--- src/rtl/dvfs_pkg.sv ---
// Shared types and constants for the DVFS transition sequencer.
//   level_t     : 4-bit performance level, same code for freq_sel and vr_code
//   seq_state_t : sequencer state encoding
//   LEVEL_MAX   : highest level code
//   max3()      : helper used to size the shared wait counter
package dvfs_pkg;

    localparam int unsigned LEVEL_W = 4;

    typedef logic [LEVEL_W-1:0] level_t;

    localparam level_t LEVEL_MAX = 4'hF;

    typedef enum logic [2:0] {
        SEQ_IDLE     = 3'd0,
        SEQ_V_UP     = 3'd1,
        SEQ_V_SETTLE = 3'd2,
        SEQ_F_SWITCH = 3'd3,
        SEQ_F_LOCK   = 3'd4,
        SEQ_V_DOWN   = 3'd5,
        SEQ_DONE     = 3'd6
    } seq_state_t;

    function automatic int unsigned max3(input int unsigned a,
                                         input int unsigned b,
                                         input int unsigned c);
        int unsigned m;
        m = (a > b) ? a : b;
        return (m > c) ? m : c;
    endfunction

endpackage

--- src/rtl/dvfs_wait_timer.sv ---
// Loadable down-counter shared by the settle, lock and regulator-timeout waits.
//   clk, rst     : clock, asynchronous active-high reset
//   load_i       : load load_val_i this cycle (takes priority over counting)
//   load_val_i   : value loaded; the count then decrements to 0 and holds
//   expired_o    : registered, high while the count is 0
module dvfs_wait_timer #(
    parameter int unsigned W = 7
) (
    input  logic         clk,
    input  logic         rst,
    input  logic         load_i,
    input  logic [W-1:0] load_val_i,
    output logic         expired_o
);

    logic [W-1:0] cnt_q, cnt_d;
    logic         expired_q;

    // Count down to zero and stick there; a load restarts the wait.
    always_comb begin
        cnt_d = cnt_q;
        if (load_i) begin
            cnt_d = load_val_i;
        end else if (cnt_q != '0) begin
            cnt_d = cnt_q - W'(1);
        end
    end

    always_ff @(posedge clk or posedge rst) begin
        if (rst) begin
            cnt_q     <= '0;
            expired_q <= 1'b1;
        end else begin
            cnt_q     <= cnt_d;
            expired_q <= (cnt_d == '0);
        end
    end

    assign expired_o = expired_q;

endmodule

--- src/rtl/dvfs_transition_sequencer.sv ---
// Orders voltage and frequency changes so the core never runs faster than its
// supply allows: raise = voltage, settle, frequency; lower = frequency, lock
// wait, voltage. Owns the final freq_sel.
//   clk, rst              : clock, asynchronous active-high reset
//   req_valid_i/_level_i  : target level offered by AVFS policy / APB override
//   req_ready_o           : idle and able to accept
//   vr_req_o/vr_code_o    : voltage-change request and code to the regulator
//   vr_ack_i              : regulator completion
//   freq_sel_o            : frequency selection to divider/PLL
//   busy_o                : transition in progress
//   done_o                : one-cycle pulse when a transition completes/aborts
//   err_o                 : sticky regulator-timeout flag
// Optional feature: define DVFS_SEQ_TIMEOUT_EN to abort a regulator request
// that is not acknowledged within TIMEOUT_CYCLES; otherwise err_o is tied 0.
module dvfs_transition_sequencer
    import dvfs_pkg::*;
#(
    parameter level_t      RESET_LEVEL    = LEVEL_MAX,
    parameter int unsigned SETTLE_CYCLES  = 16,
    parameter int unsigned LOCK_CYCLES    = 8,
    parameter int unsigned TIMEOUT_CYCLES = 64
) (
    input  logic   clk,
    input  logic   rst,
    input  logic   req_valid_i,
    input  level_t req_level_i,
    output logic   req_ready_o,
    output logic   vr_req_o,
    output level_t vr_code_o,
    input  logic   vr_ack_i,
    output level_t freq_sel_o,
    output logic   busy_o,
    output logic   done_o,
    output logic   err_o
);

    localparam int unsigned WAIT_MAX    = max3(SETTLE_CYCLES, LOCK_CYCLES, TIMEOUT_CYCLES);
    localparam int unsigned CNT_W       = (WAIT_MAX == 0) ? 1 : $clog2(WAIT_MAX + 1);
    // A wait of N cycles loads N-1 because the exit is taken in the cycle the
    // count reads 0; a zero parameter still yields a one-cycle wait.
    localparam int unsigned SETTLE_LOAD = (SETTLE_CYCLES == 0) ? 0 : SETTLE_CYCLES - 1;
    localparam int unsigned LOCK_LOAD   = (LOCK_CYCLES == 0) ? 0 : LOCK_CYCLES - 1;
`ifdef DVFS_SEQ_TIMEOUT_EN
    localparam int unsigned TMO_LOAD    = (TIMEOUT_CYCLES == 0) ? 0 : TIMEOUT_CYCLES - 1;
`endif

    seq_state_t       state_q, state_d;
    level_t           target_q, target_d;
    level_t           freq_sel_q, freq_sel_d;
    level_t           vr_code_q, vr_code_d;
    logic             vr_req_q, vr_req_d;
    logic             busy_q, busy_d;
    logic             ready_q, ready_d;
    logic             done_q, done_d;
`ifdef DVFS_SEQ_TIMEOUT_EN
    logic             err_q, err_d;
`endif

    logic             tmr_load;
    logic [CNT_W-1:0] tmr_val;
    logic             tmr_expired;

    dvfs_wait_timer #(
        .W (CNT_W)
    ) u_wait_timer (
        .clk        (clk),
        .rst        (rst),
        .load_i     (tmr_load),
        .load_val_i (tmr_val),
        .expired_o  (tmr_expired)
    );

    // Next-state, datapath and registered-output next values.
    always_comb begin
        state_d    = state_q;
        target_d   = target_q;
        freq_sel_d = freq_sel_q;
        vr_code_d  = vr_code_q;
`ifdef DVFS_SEQ_TIMEOUT_EN
        err_d      = err_q;
`endif
        tmr_load   = 1'b0;
        tmr_val    = '0;

        case (state_q)
            SEQ_IDLE: begin
                if (req_valid_i) begin
                    target_d = req_level_i;
`ifdef DVFS_SEQ_TIMEOUT_EN
                    err_d    = 1'b0;
`endif
                    if (req_level_i > freq_sel_q) begin
                        state_d = SEQ_V_UP;
                    end else if (req_level_i < freq_sel_q) begin
                        state_d = SEQ_F_SWITCH;
                    end else begin
                        state_d = SEQ_DONE;
                    end
                end
            end
            SEQ_V_UP: begin
                if (vr_ack_i) begin
                    state_d = SEQ_V_SETTLE;
`ifdef DVFS_SEQ_TIMEOUT_EN
                end else if (tmr_expired) begin
                    // Frequency untouched, so abandoning the raise is safe.
                    state_d = SEQ_DONE;
                    err_d   = 1'b1;
`endif
                end
            end
            SEQ_V_SETTLE: begin
                if (tmr_expired) begin
                    state_d = SEQ_F_SWITCH;
                end
            end
            SEQ_F_SWITCH: begin
                freq_sel_d = target_q;
                // Target above current frequency means voltage is already up.
                state_d    = (target_q > freq_sel_q) ? SEQ_DONE : SEQ_F_LOCK;
            end
            SEQ_F_LOCK: begin
                if (tmr_expired) begin
                    state_d = SEQ_V_DOWN;
                end
            end
            SEQ_V_DOWN: begin
                if (vr_ack_i) begin
                    state_d = SEQ_DONE;
`ifdef DVFS_SEQ_TIMEOUT_EN
                end else if (tmr_expired) begin
                    // Frequency already lowered; staying at higher voltage is safe.
                    state_d = SEQ_DONE;
                    err_d   = 1'b1;
`endif
                end
            end
            SEQ_DONE: begin
                state_d = SEQ_IDLE;
            end
            default: begin
                state_d = SEQ_IDLE;
            end
        endcase

        // Wait counter loads on entry to each timed state.
        if (state_d != state_q) begin
            case (state_d)
                SEQ_V_SETTLE: begin
                    tmr_load = 1'b1;
                    tmr_val  = CNT_W'(SETTLE_LOAD);
                end
                SEQ_F_LOCK: begin
                    tmr_load = 1'b1;
                    tmr_val  = CNT_W'(LOCK_LOAD);
                end
`ifdef DVFS_SEQ_TIMEOUT_EN
                SEQ_V_UP, SEQ_V_DOWN: begin
                    tmr_load = 1'b1;
                    tmr_val  = CNT_W'(TMO_LOAD);
                end
`endif
                default: begin
                    tmr_load = 1'b0;
                end
            endcase
        end

        vr_req_d = (state_d == SEQ_V_UP) || (state_d == SEQ_V_DOWN);
        // vr_code only moves on the edge where vr_req rises, so it is stable
        // for the whole request.
        if (vr_req_d && !((state_q == SEQ_V_UP) || (state_q == SEQ_V_DOWN))) begin
            vr_code_d = target_d;
        end
        busy_d  = (state_d != SEQ_IDLE);
        ready_d = (state_d == SEQ_IDLE);
        done_d  = (state_q == SEQ_DONE);
    end

    always_ff @(posedge clk or posedge rst) begin
        if (rst) begin
            state_q    <= SEQ_IDLE;
            target_q   <= RESET_LEVEL;
            freq_sel_q <= RESET_LEVEL;
            vr_code_q  <= RESET_LEVEL;
            vr_req_q   <= 1'b0;
            busy_q     <= 1'b0;
            ready_q    <= 1'b1;
            done_q     <= 1'b0;
        end else begin
            state_q    <= state_d;
            target_q   <= target_d;
            freq_sel_q <= freq_sel_d;
            vr_code_q  <= vr_code_d;
            vr_req_q   <= vr_req_d;
            busy_q     <= busy_d;
            ready_q    <= ready_d;
            done_q     <= done_d;
        end
    end

`ifdef DVFS_SEQ_TIMEOUT_EN
    always_ff @(posedge clk or posedge rst) begin
        if (rst) begin
            err_q <= 1'b0;
        end else begin
            err_q <= err_d;
        end
    end

    assign err_o = err_q;
`else
    assign err_o = 1'b0;
`endif

    assign req_ready_o = ready_q;
    assign vr_req_o    = vr_req_q;
    assign vr_code_o   = vr_code_q;
    assign freq_sel_o  = freq_sel_q;
    assign busy_o      = busy_q;
    assign done_o      = done_q;

endmodule
--- config.mk ---
export PLATFORM = sky130hd
export DESIGN_NAME = dvfs_transition_sequencer
export DESIGN_NICKNAME = d
export VERILOG_FILES = /design/src/rtl/dvfs_pkg.sv /design/src/rtl/dvfs_wait_timer.sv /design/src/rtl/dvfs_transition_sequencer.sv
export SDC_FILE = /design/constraint.sdc
export NUM_CORES = 1
export LEC_CHECK = 0
export ABC_CLOCK_PERIOD_IN_PS = 5100
export CAP_MARGIN = 5
export CORE_MARGIN = 5
export CORE_UTILIZATION = 35
export DETAILED_ROUTE_END_ITERATION = 16
export GPL_ROUTABILITY_DRIVEN = 0
export GPL_TIMING_DRIVEN = 1
export PLACE_DENSITY = 0.52
export SYNTH_ARGS = -nofsm -noshare
export SYNTH_HDL_FRONTEND = slang
export SYNTH_SLANG_ARGS = --single-unit
--- constraint.sdc ---
create_clock -name clk -period 5.1 [get_ports clk]
set_clock_uncertainty 0.1 [all_clocks]
set_input_delay 1.275 -clock clk [delete_from_list [all_inputs] [get_ports clk]]
set_output_delay 1.275 -clock clk [all_outputs]
set_load 0.005 [all_outputs]
Word level (Yosys, flattened, before mapping)
Cells that the tools add are included.
{"block": "word_totals", "input_bits": 8, "out_inout_bits": 13, "ff_bits": 27, "word_cells": 52}
{"block": "classes", "n_reduce_logical": 10, "magnitude_cmp": 3, "mux": 17, "addsub": 1, "eq_ne": 11}
{"op": "$mux 3", "count": 7}
{"op": "$pmux 3 s6", "count": 1}
{"op": "$eq 3x3->1 const B", "count": 5}
{"op": "$mux 7", "count": 2}
{"op": "$mux 4", "count": 3}
{"op": "$eq 3x2->1 const B", "count": 3}
{"op": "$gt 4x4->1", "count": 2}
{"op": "$pmux 4 s2", "count": 1}
{"op": "$logic_not 7->1", "count": 1}
{"op": "$reduce_bool 7->1", "count": 1}
{"op": "$sub 7x1->7 const B", "count": 1}
{"op": "$eq 3x1->1 const B", "count": 2}
{"op": "$logic_not 3->1", "count": 2}
{"op": "$lt 4x4->1", "count": 1}
{"op": "$ne 3x3->1", "count": 1}
{"op": "$reduce_bool 3->1", "count": 1}
{"op": "$logic_or 1x1->1", "count": 2}
{"op": "$mux 1", "count": 2}
{"op": "$mux 2", "count": 1}
{"op": "$reduce_or 2->1", "count": 1}
{"op": "$logic_and 1x1->1", "count": 1}
{"op": "$logic_not 1->1", "count": 1}

Depth between registers and ports, before layout
{"block": "depth", "depth_word": 11, "ltp_mapped": 7, "depth_no_buf": 7}

Hierarchy
A second synthesis with hierarchy kept.
{"block": "hier_totals", "cells_unflattened": 149, "area_unflattened_um2": 1601.5}
{"mod": "dvfs_transition_sequencer", "seq_area_each_um2": 491.7, "instances": 1, "cells_each": 93, "area_per_inst_um2": 1084.8}
{"mod": "dvfs_wait_timer", "seq_area_each_um2": 201.4, "instances": 1, "cells_each": 56, "area_per_inst_um2": 516.7}

Least setup slack after synthesis
OpenSTA, ideal clock, no wires.
{"block": "synth_path", "kind": "input to register", "start": "input req_level_i[1]", "end": "register vr_code_q[0] (netlist: vr_code_o[0])", "setup_time_ns": 0.082, "n_path_buf": 0, "stages": 6, "required_ns": 4.918, "arrival_ns": 2.705, "slack_ns": 2.213, "path_cell_list": "ha_1 > or3_1 > o21ai_0 > a221o_2 > and4_4 > mux2_4"}
{"block": "synth_between", "elab_chain_len": 8, "elab_cells_between_ends": 10, "cone_classes": "order compare (2); eq/ne (2); mux (4); reduce/logical (2)"}
{"element": "start: declaration", "line": "dvfs_transition_sequencer.sv:26", "source": "input level_t req_level_i,"}
{"element": "$lt 4x4->1", "line": "dvfs_transition_sequencer.sv:94", "source": "end else if (req_level_i < freq_sel_q) begin"}
{"element": "$mux 3", "line": "dvfs_transition_sequencer.sv:94"}
{"element": "$mux 3 (*)", "line": "dvfs_transition_sequencer.sv:92", "source": "if (req_level_i > freq_sel_q) begin"}
{"element": "$mux 3 (*)", "line": "dvfs_transition_sequencer.sv:87", "source": "if (req_valid_i) begin"}
{"element": "$pmux 3 s6 (*)", "line": "dvfs_transition_sequencer.sv:85", "source": "case (state_q)"}
{"element": "net state_d[0]", "line": "dvfs_transition_sequencer.sv:47", "source": "seq_state_t state_q, state_d;"}
{"element": "$eq 3x1->1 or $eq 3x3->1 (tied branches)", "line": "dvfs_transition_sequencer.sv:169", "source": "vr_req_d = (state_d == SEQ_V_UP) || (state_d == SEQ_V_DOWN);"}
{"element": "$logic_or 1x1->1 (*)", "line": "dvfs_transition_sequencer.sv:169"}
{"element": "$logic_and 1x1->1 (*)", "line": "dvfs_transition_sequencer.sv:172", "source": "if (vr_req_d && !((state_q == SEQ_V_UP) || (state_q == SEQ_V_DOWN))) begin"}
{"element": "end signal: assignment", "line": "dvfs_transition_sequencer.sv:194", "source": "vr_code_q <= vr_code_d;"}
{"element": "end: declaration", "line": "dvfs_transition_sequencer.sv:50", "source": "level_t vr_code_q, vr_code_d;"}
The timed path passes the listed nets; every way through them passes the cells marked *.
A chain may end at the register's enable or synchronous reset.

Worst setup path after layout
{"block": "layout_path", "start": "input req_level_i[1]", "end": "register vr_code_q[3] (netlist: vr_code_o[3])"}
The elaborated chain is that of the path after synthesis.

==> impl_results.md <==
- Critical Path Fanout Max: 5
- Die width: 76.29 um
- HPWL Detailed: 2502 um
- Via count: 1150
- Final setup TNS: 0 ps
- Syn nets: 167
- Mapped Area: 1538 sq um
- Worst Setup Start Kind: input port
- Synth Area per Inst: 10.32 sq um
- Most frequent cell after synthesis: nand2_1
- Reg-to-Reg End: vr_code_o[3]
- Post-CTS sizing: 0
- Status: complete, no violations
- Total Routing Usage GR: 0.1127
- RSZ-0062 raised after global routing: false
- Final setup viols: 0
- FF-to-FF Start: freq_sel_o[1]
- Pins Over Slew Limit: 0
- Clk root buf: clkbuf_8
- Core area: 4294 sq um
- Antenna violations before repair: 0
- Fraction of registers with async set or reset after synthesis: 1.000
- R2R setup slack: 2720 ps
- Worst setup path endpoint: vr_code_o[3]
- Drt pass-1 iters: 4
- DRC violations left: 0
- Critical path startpoint: req_level_i[1]
- Die H: 76.29 um
- Std-Cell Rows: 24
- Die area: 5819 sq um
- Hold Violations, Final: 0
- # fillers: 426
- Most instantiated cells after synthesis: nand2_1, dfstp_2, dfrtp_1
- Worst Path Required: 5210 ps
- CTS H-tree depth: 1
- #FFs+latches synth: 27
- IO Port Bufs: 19
- Synth top area share: 0.2392
- Seq/Total Area, Yosys: 0.4508
- Nets: 187
- Maxcap violations: 0
- Critical Path End Type: register
- Actual slew at the worst max-slew pin: 990.5 ps
- Yosys warns: 0
- Reg2Reg Depth: 7
- Post-synth EDFFs: 0
- GRT overflow: 0
- Share of cells above drive strength 1: 0.1905
- VDD IR max: 0.3069 mV
- Cell Pwr Density: 618.9 nW/um^2
- CTS Buf Count: 3
- Final Cycle Share: 0.6344
- Slew HR: 0.3389
- Design area: 1808 sq um
- Yosys cell types: 42
- Placed cell count: 216
- N_diodes: 0
- Area Growth Syn to Fin: 17.57%
- Post-Place Cell Area: 1759 sq um
- Syn Inst Count: 149
- Vias in the first global route: 1152
- Pin count of the biggest net entering global routing: 28
- Non-Filler Instances: 220
- Pleak: 0.7887 nW
- DRT iter0 DRCs: 58
- I/O pin count: 21
- Area leader, netlist: dfstp_2
- Synth area leaders: dfstp_2, dfrtp_1, ha_1, nand2_1, mux2_4
- Routed WL: 3193 um
- Wire per inst: 14.51 um
- CTS Sinks: 27
- CTS Buffer Depth: 2
- CP arrival: 3340 ps
- Post-CTS setup buffers: 0
- Post-synth top flop: dfstp_2
- Number of hold buffers added after cts: 0
- Fmax achieved: 309.1 MHz
- Register area: 693.2 sq um
- CTS tree: built
- Clk slew on worst S/H paths: 90 ps
- First-pass GRT wire length: 5451 um
- Worst setup path category: in -> reg
- Crit path time final: 3235 ps
- Worst min-delay path class: reg -> reg
- Starting Density: 0.3581
- Multi-input logic area: 765.7 sq um
- Antenna viol nets, final: 0
- Clk_lat worst skew: 270 ps
- Via density: 5.227
## kinds of logic after synthesis
logic type | after synthesis | synth area share
AOI/OAI and AO/OA | 22 | 0.09521
xor gates and xnor gates | 5 | 0.02848
adders and majority gates | 10 | 0.08137
buffers and inverters | 16 | 0.05126
DFF | 27 | 0.4508
muxes | 7 | 0.06103
other | 1 | 0.002439
and+or+nand+nor | 61 | 0.2295
## worst min-delay path by stage
stage / startpoint / depth (start not counted) / to / slack, ps
after floorplan: target_q[1] / 2 / target_q[1] / 360
after global placement: target_q[2] / 2 / target_q[2] / 390
after detailed placement: target_q[2] / 2 / target_q[2] / 400
after CTS: target_q[2] / 2 / target_q[2] / 410
after global routing: freq_sel_o[0] / 2 / freq_sel_o[0] / 430
final: target_q[2] / 2 / target_q[2] / 410
## final cells by class
cell class	count	area share
sequential	27	0.3834
clock inverter	1	0.004152
tap	52	0.03599
clock buffer	3	0.02284
inverter	12	0.02491
timing repair buffer	19	0.1052
multi-input combinational	106	0.4235
## flip-flops by register name, indices dropped and copies added (netlist names), 3 cells and up
signal / cells
u_wait_timer.cnt_q: 7
freq_sel_o: 4
target_q: 4
vr_code_o: 4
state_q: 3
## metal layers
metal	routed length, um	vias to the layer above	global-route usage
li1	-	564	-
met1	1483	563	0.1517
met2	1551	19	0.1781
met3	120	4	0.03073
met4	37	0	0.02972
met5	0	-	0
## stage by stage
stage	hold WS [ps]	utilization	total power, mW	worst slack [ps]
after floorplan	362.6	-	0.8199	2213
after global placement	386.6	0.4097	0.9880	1562
after detailed placement	395.5	0.4097	1.001	1571
after CTS	409.5	0.4210	1.130	1842
after global routing	434.7	0.4210	1.211	1753
final	407.2	0.4210	1.119	1865
## layout by cell type, fill, tap and decap left out, types with 2 or more instances in the layout
| master | count |
|---|---|
| mux2_2 | 3 |
| ha_1 | 10 |
| xor2_1 | 2 |
| nor4_1 | 5 |
| dfstp_2 | 14 |
| o211ai_1 | 2 |
| o211a_1 | 2 |
| dfrtp_1 | 13 |
| or3_1 | 2 |
| o21ai_0 | 7 |
| nand3_1 | 4 |
| nor2_1 | 5 |
| or2_2 | 2 |
| inv_1 | 12 |
| clkdlybuf4s50_1 | 19 |
| clkbuf_8 | 3 |
| mux2_4 | 4 |
| and4_1 | 2 |
| nor3_1 | 6 |
| nor2b_1 | 3 |
| xnor2_1 | 3 |
| o21ai_1 | 2 |
| nand3b_1 | 4 |
| nand2_1 | 20 |
## where the power goes
group          internal, mW  total, mW  switching [mW]
clock network        0.0555      0.125          0.0691
logic                 0.291      0.547           0.256
registers             0.347      0.447           0.101
## critical path, stage by stage
cell and delay, ps:
clkdlybuf4s50_1 430, ha_1 200, or3_1 410, o21ai_0 210, a221o_2 230, and4_4 280, mux2_4 310
(Power assumes the default switching activity.)
